**src/rtl/mem_port_arbiter.sv**
```systemverilog
// Arbitrates one single-port synchronous memory between instruction fetch and data load/store.
// Optional starvation guard for fetch is enabled by defining ARB_STARVE_GUARD_EN.
module mem_port_arbiter #(
   parameter int unsigned STARVE_LIMIT = 4
) (
   input  logic        clk,
   input  logic        reset_n,
   input  logic        sys_reset,
   input  logic        i_req_i,
   input  logic [31:0] i_addr_i,
   output logic        i_busy_o,
   output logic        i_rvalid_o,
   output logic [31:0] i_rdata_o,
   input  logic        d_en_i,
   input  logic [3:0]  d_we_i,
   input  logic [31:0] d_addr_i,
   input  logic [31:0] d_wdata_i,
   output logic        d_busy_o,
   output logic        d_rvalid_o,
   output logic [31:0] d_rdata_o,
   output logic        mem_en_o,
   output logic [3:0]  mem_we_o,
   output logic [31:0] mem_addr_o,
   output logic [31:0] mem_wdata_o,
   input  logic        mem_busy_i,
   input  logic [31:0] mem_rdata_i
);

   typedef enum logic [1:0] {GNT_NONE, GNT_I, GNT_D} grant_t;
   typedef enum logic [1:0] {OWN_NONE, OWN_I, OWN_D} owner_t;

   if (STARVE_LIMIT < 1 || STARVE_LIMIT > 255) begin : g_bad_limit
      $error("mem_port_arbiter: STARVE_LIMIT out of range 1..255");
   end

   grant_t grant;
   owner_t owner_r;
   owner_t owner_nxt;
   logic   in_reset;
   logic   guard;
   logic   i_acc;
   logic   d_acc;
   logic   unused_addr_lsb;

   assign in_reset        = sys_reset | ~reset_n;
   assign unused_addr_lsb = ^i_addr_i[1:0];

`ifdef ARB_STARVE_GUARD_EN
   localparam int unsigned CNT_W = $clog2(STARVE_LIMIT + 1);

   logic [CNT_W-1:0] starve_cnt;

   assign guard = i_req_i && (starve_cnt == CNT_W'(STARVE_LIMIT));

   // Counts denied fetch cycles; a busy memory keeps the count so forced priority persists.
   always_ff @(posedge clk or negedge reset_n) begin
      if (!reset_n) begin
         starve_cnt <= '0;
      end else if (sys_reset || !i_req_i || i_acc) begin
         starve_cnt <= '0;
      end else if (starve_cnt != CNT_W'(STARVE_LIMIT)) begin
         starve_cnt <= starve_cnt + CNT_W'(1);
      end
   end
`else
   assign guard = 1'b0;
`endif

   // Grant selection: forced fetch, else data over instruction.
   always_comb begin
      grant = GNT_NONE;
      if (!in_reset) begin
         if (guard) begin
            grant = GNT_I;
         end else if (d_en_i) begin
            grant = GNT_D;
         end else if (i_req_i) begin
            grant = GNT_I;
         end
      end
   end

   assign i_acc = (grant == GNT_I) && !mem_busy_i;
   assign d_acc = (grant == GNT_D) && !mem_busy_i;

   assign i_busy_o = !i_acc;
   assign d_busy_o = d_en_i && !d_acc;

   // Shared memory bus mux.
   always_comb begin
      mem_en_o    = (grant != GNT_NONE);
      mem_we_o    = 4'b0000;
      mem_addr_o  = 32'h0;
      mem_wdata_o = 32'h0;
      if (grant == GNT_D) begin
         mem_we_o    = d_we_i;
         mem_addr_o  = d_addr_i;
         mem_wdata_o = d_wdata_i;
      end else if (grant == GNT_I) begin
         mem_addr_o  = {i_addr_i[31:2], 2'b00};
      end
   end

   always_ff @(posedge clk or negedge reset_n) begin
      if (!reset_n) begin
         owner_r <= OWN_NONE;
      end else begin
         owner_r <= owner_nxt;
      end
   end

   // Response owner follows the read accepted this cycle.
   always_comb begin
      owner_nxt = OWN_NONE;
      if (!sys_reset) begin
         if (i_acc) begin
            owner_nxt = OWN_I;
         end else if (d_acc && (d_we_i == 4'b0000)) begin
            owner_nxt = OWN_D;
         end
      end
   end

   assign i_rvalid_o = (owner_r == OWN_I) && !in_reset;
   assign d_rvalid_o = (owner_r == OWN_D) && !in_reset;
   assign i_rdata_o  = mem_rdata_i;
   assign d_rdata_o  = mem_rdata_i;

endmodule
```
**config.mk**
```make
export PLATFORM = sky130hd
export DESIGN_NAME = mem_port_arbiter
export DESIGN_NICKNAME = d
export VERILOG_FILES = /design/src/rtl/mem_port_arbiter.sv
export SDC_FILE = /design/constraint.sdc
export NUM_CORES = 1
export LEC_CHECK = 0
export CORE_AREA = 2 2 108 110
export DETAILED_ROUTE_END_ITERATION = 10
export DIE_AREA = 0 0 110 112
export PLACE_DENSITY = 0.69
export SLEW_MARGIN = 20
export SYNTH_ARGS = -nofsm -noshare
export SYNTH_HDL_FRONTEND = slang
export SYNTH_SLANG_ARGS = --single-unit
```
**constraint.sdc**
```tcl
create_clock -name clk -period 1.1 [get_ports clk]
set_input_delay 0.22 -clock clk [delete_from_list [all_inputs] [get_ports clk]]
set_output_delay 0.22 -clock clk [all_outputs]
set_load 0.01 [all_outputs]
```
* After elaboration in Yosys (flattened, before gate mapping) *
Cells that the tools add are included.
W data, S select, Z words.

cells by class
  eq/ne operators = 4
  mux-type cells = 10
  bitwise operators = 2
  reduce and logical (&&, ||, !) cells = 12

operators with widths
  kind                  count
  $mux W32              3
  $mux W2               5
  $logic_and A1 B1 Y1   6
  $eq A2 B1 Y1 const B  2
  $eq A2 B2 Y1 const B  2
  $logic_not A1 Y1      4
  $logic_not A4 Y1      1
  $mux W4               1
  $reduce_bool A2 Y1    1
  $mux W1               1
  $not A1 Y1            1
  $or A1 B1 Y1          1

storage, ports and cells
  flip-flop bits (word level) = 2
  bits of input ports = 138
  output and inout bits = 137
  logic and storage cells = 29

* Depth between registers and ports, before layout *
Gate-level depths: netlist of run 1.

  depth in word-level cells = 9
  gate-level depth with buffers = 4
  gate-level depth less buffers = 2

* Least setup slack after synthesis of run 1 *
No wires, ideal clock.

  kind = in2out
  start point = input port d_en_i
  end point = output port d_busy_o
  arrival time = 0.964 ns
  path slack = -0.084 ns
  cell stages on the path = 4
  buffers on the path = 2
  cells stage by stage = and3b_1 -> buf_6 -> clkbuf_2 -> a21boi_0

on the way
  word-level cells in the longest chain between the ends = 6

ends and longest elaborated chain
  item                   line  source
  start, declared        14    input logic d_en_i,
  $mux W2                75    end else if (d_en_i) begin
  $mux W2                72    if (!in_reset) begin
  $eq A2 B2 Y1           84    assign d_acc = (grant == GNT_D) && !mem_busy_i;
  $logic_and A1 B1 Y1    84
  $logic_not A1 Y1       87    assign d_busy_o = d_en_i && !d_acc;
  $logic_and A1 B1 Y1 *  87
  end, declared          18    output logic d_busy_o,

Mark *: on every way between the ends. The rest lies on a longest branch, timed or not.

* Worst setup path after layout of run 1 *
  start point = input port sys_reset
  end point = output port mem_addr_o[17]

on the way
  word-level cells in the longest chain between the ends = 5
  elaborated cells between the ends (all ways) = 6

ends and longest elaborated chain
  item             line  source
  start, declared  8     input logic sys_reset,
  $or A1 B1 Y1 *   45    assign in_reset = sys_reset | ~reset_n;
  $mux W2 *        72
  $eq A2 B1 Y1     99    end else if (grant == GNT_I) begin
  $mux W32         99
  $mux W32 *       95    if (grant == GNT_D) begin
  end, declared    23    output logic [31:0] mem_addr_o,

Marks and branches as above.

==> flow_summary.yaml, run 1 <==
sta:
  setup_viol: 73
  rsz0062_at_grt: "true"
  worst_pin_slew_ns: 0.2591
  hold_viol_final: 0
  worst_slack_ns: -0.4879
  slew_headroom_pct: 82.70
  finalMaxSlewViolations: 0
  setup_tns_ns: -25.89
  fin_crit_sh_pct: 144.4
  fmax_mhz: 629.8
  fin_crit_ns: 1.588
clock_network:
  cts_root_buf: "clkbuf_16"
  cts_sinks: 2
  cts_max_level: 1
  clkTransAtPathRegs_ns: 0.03
  cts_buffers: 3
  cts_buffer_depth: 2
  tritoncts: "done"
worst_setup_path:
  crit_path_max_incr_delay_ns: 0.32
  worstPathArrival_ns: 1.37
  crit_fanout: 3
  crit_path_frequent_cell: "buf_6"
  timing.setup.critical_path_class: "input port to primary output"
  startpoint_type: "input port"
  slowest_stage: "nor4bb_4"
  worstSetupEndpointType: "primary output"
  crit_chain: "buf_8, nor4bb_4, buf_4, clkbuf_16, buf_6, buf_6, a22o_1, buf_2"
  required_ns: 0.88
logic_synthesis:
  synth_top_area_share_pct: 39.92
  yosysTopAreaCell: "buf_4"
  netlist_instances: 158
  netlist_area_sq_um: 1222
  syn-num-nets: 296
  seq_area_frac_synth_pct: 4.094
  synth_ff_type: "dfrtp_1"
  synthTopCellsByArea: "buf_4 40%, a22o_1 21%, and2_1 20%, buf_6 6.4%, dfrtp_1 4.1%"
  synthArstFlopShare_pct: 100.0
  avgSynthCellArea_sq_um: 7.737
  ys_ff_latch: 2
  yosys.cell_count.top_type: "buf_4"
  ys_types: 15
  synth_warnings: 0
  synth_edf_count: 0
  synth_common_cells: "65 x buf_4, 39 x and2_1, 30 x a22o_1"
cells_and_area:
  drive_above_1_share_pct: 55.37
  final_area_sq_um: 3358
  layout.nets: 447
  synthToLayoutAreaGrowth_pct: 174.7
  antenna_cells: 0
  largest_reg_flops: 2
  final_cells: 450
  reg_top3: "owner_r: 2 flops"
  max_flop_register: "owner_r"
routing:
  wl_per_cell_um: 16.66
  route.detailed.drc: 0
  dr.pass1.iters: 4
  ant_nets: 0
  routed_wl_mm: 7.498
  drtIter0Drc: 36
  num_vias: 1702
  vias_per_cell: 3.782
placement:
  placed_cell_area_sq_um: 2685
  numPortBuffers: 176
  dp.cells: 410
  dpl.hpwl_mm: 5.000
  gp_congestion: 0.7034
die:
  chipWidth_um: 110
  rows: 39
  die-area_sq_um: 12320
  initial_core_util_pct: 10.94
  dieHeight_um: 112
  core_sq_um: 11170
  io_pins: 275
min_path:
  holdCritPathClass: "input port to asynchronous set/reset pin"
outcome:
  status: "finished with violations"
  violations: "setup timing"
job:
  maxCapViolCount: 0
grt:
  grt_antenna_before_repair: 0
  grt_overflow_total: 0
  grt_start_max_net_pins: 15
  grt_pass1_wl_mm: 9.977
  grt_pass1_vias: 1905
  gr-usage-all-layers_pct: 10.69
power_and_ir_drop:
  p_leak_uw: 0.001549
  peakVddDrop_v: 0.0003901
  power-per-cell-area_nw_per_um2: 467.9
## cell type report
type                    count  area (sq um)
well taps                 143         178.9
flip-flops and latches      2         50.05
fillers                  1175          7816
clock buffers               3         75.07
inverters                   1         3.754
repair buffers            222          2337
multi-input cells          79         713.2
## metrics by stage
step,utilization (%),power [uW],worst slack (ns),hold slack [ns]
after floorplan,-,492.9,-0.05110,-0.07559
after global placement,24.03,823.8,-1.145,0.4401
after detailed placement,24.03,836.4,-1.198,0.4401
after CTS,29.77,1578,-0.5492,0.4277
after global routing,30.05,1641,-0.5443,0.4400
final,30.05,1571,-0.4879,0.4363
## worst max-delay path by stage
stage / start / endpoint / slack (ns) / depth (start not counted)
after floorplan: d_en_i / mem_addr_o[10] / -0.05 / 4
after global placement: reset_n / mem_addr_o[8] / -1.15 / 5
after detailed placement: reset_n / mem_addr_o[9] / -1.20 / 5
after CTS: d_en_i / mem_addr_o[12] / -0.55 / 7
after global routing: sys_reset / mem_addr_o[12] / -0.54 / 8
final: sys_reset / mem_addr_o[17] / -0.49 / 8
## cell usage in the layout (no fill, tap or decap)
cell type	Yosys	layout
clkdlybuf4s50_1	0	98
buf_6	7	59
and2_4	0	38
buf_2	0	31
a22o_1	30	29
buf_12	0	10
buf_4	65	9
buf_8	0	8
clkbuf_16	0	6
nor3_1	2	2
buf_16	0	2
dfrtp_1	2	2
and3b_4	0	1
nor4bb_4	0	1
a22o_4	0	1
inv_1	1	1
nand2_2	0	1
and2_1	39	1
a21boi_2	0	1
or2_4	0	1
nor4bb_1	2	1
and4bb_2	1	1
and3_1	1	1
dlygate4sd3_1	0	1
dlygate4sd2_1	0	1
## cells by family after synthesis
logic type / Yosys count / share of synthesized area [%]
AO/OA/AOI/OAI: 31 / 22.11
flip-flops: 2 / 4.094
AND/OR/NAND/NOR: 48 / 25.49
buffers and inverters: 77 / 48.31
## worst max-delay path, delay by kind of cell
kind / cells / cell delay, ns
AOI/OAI and AO/OA: 1 / 0.11
buffers and inverters: 6 / 0.71
and+or+nand+nor: 1 / 0.32
## layer usage
metal,up-vias,GRT usage [%],share of wire (%)
li1,776,-,-
met1,790,10.05,32
met2,109,21.55,55
met3,27,2.342,10
met4,0,3.966,1.9
met5,-,0,0
## timing repair
item | in CTS | in global routing
endpoints found under the hold margin | 2 | 0
hold buffers | 1 | 0
cloned | 9 | 2
setup endpoints to repair | 75 | 73
buffers inserted | 31 | 5
pin swaps | 30 | 35
gates resized for setup | 408 | 40
## where the power goes
part,internal (uW),switching [uW]
clock,463,84.3
combinational,667,283
sequential,74.8,0.330
Note: power is estimated with default switching activity, not from simulation.
==> run 2, diff against run 1 <==
--- a/config.mk
+++ b/config.mk
@@ -6,6 +6,7 @@
 export NUM_CORES = 1
 export LEC_CHECK = 0
 export CORE_AREA = 2 2 108 110
+export CTS_CLUSTER_SIZE = 10
 export DETAILED_ROUTE_END_ITERATION = 10
 export DIE_AREA = 0 0 110 112
 export PLACE_DENSITY = 0.69
==> results of run 2 <==
The final DEF is identical to that of run 1; final timing and power are the same.
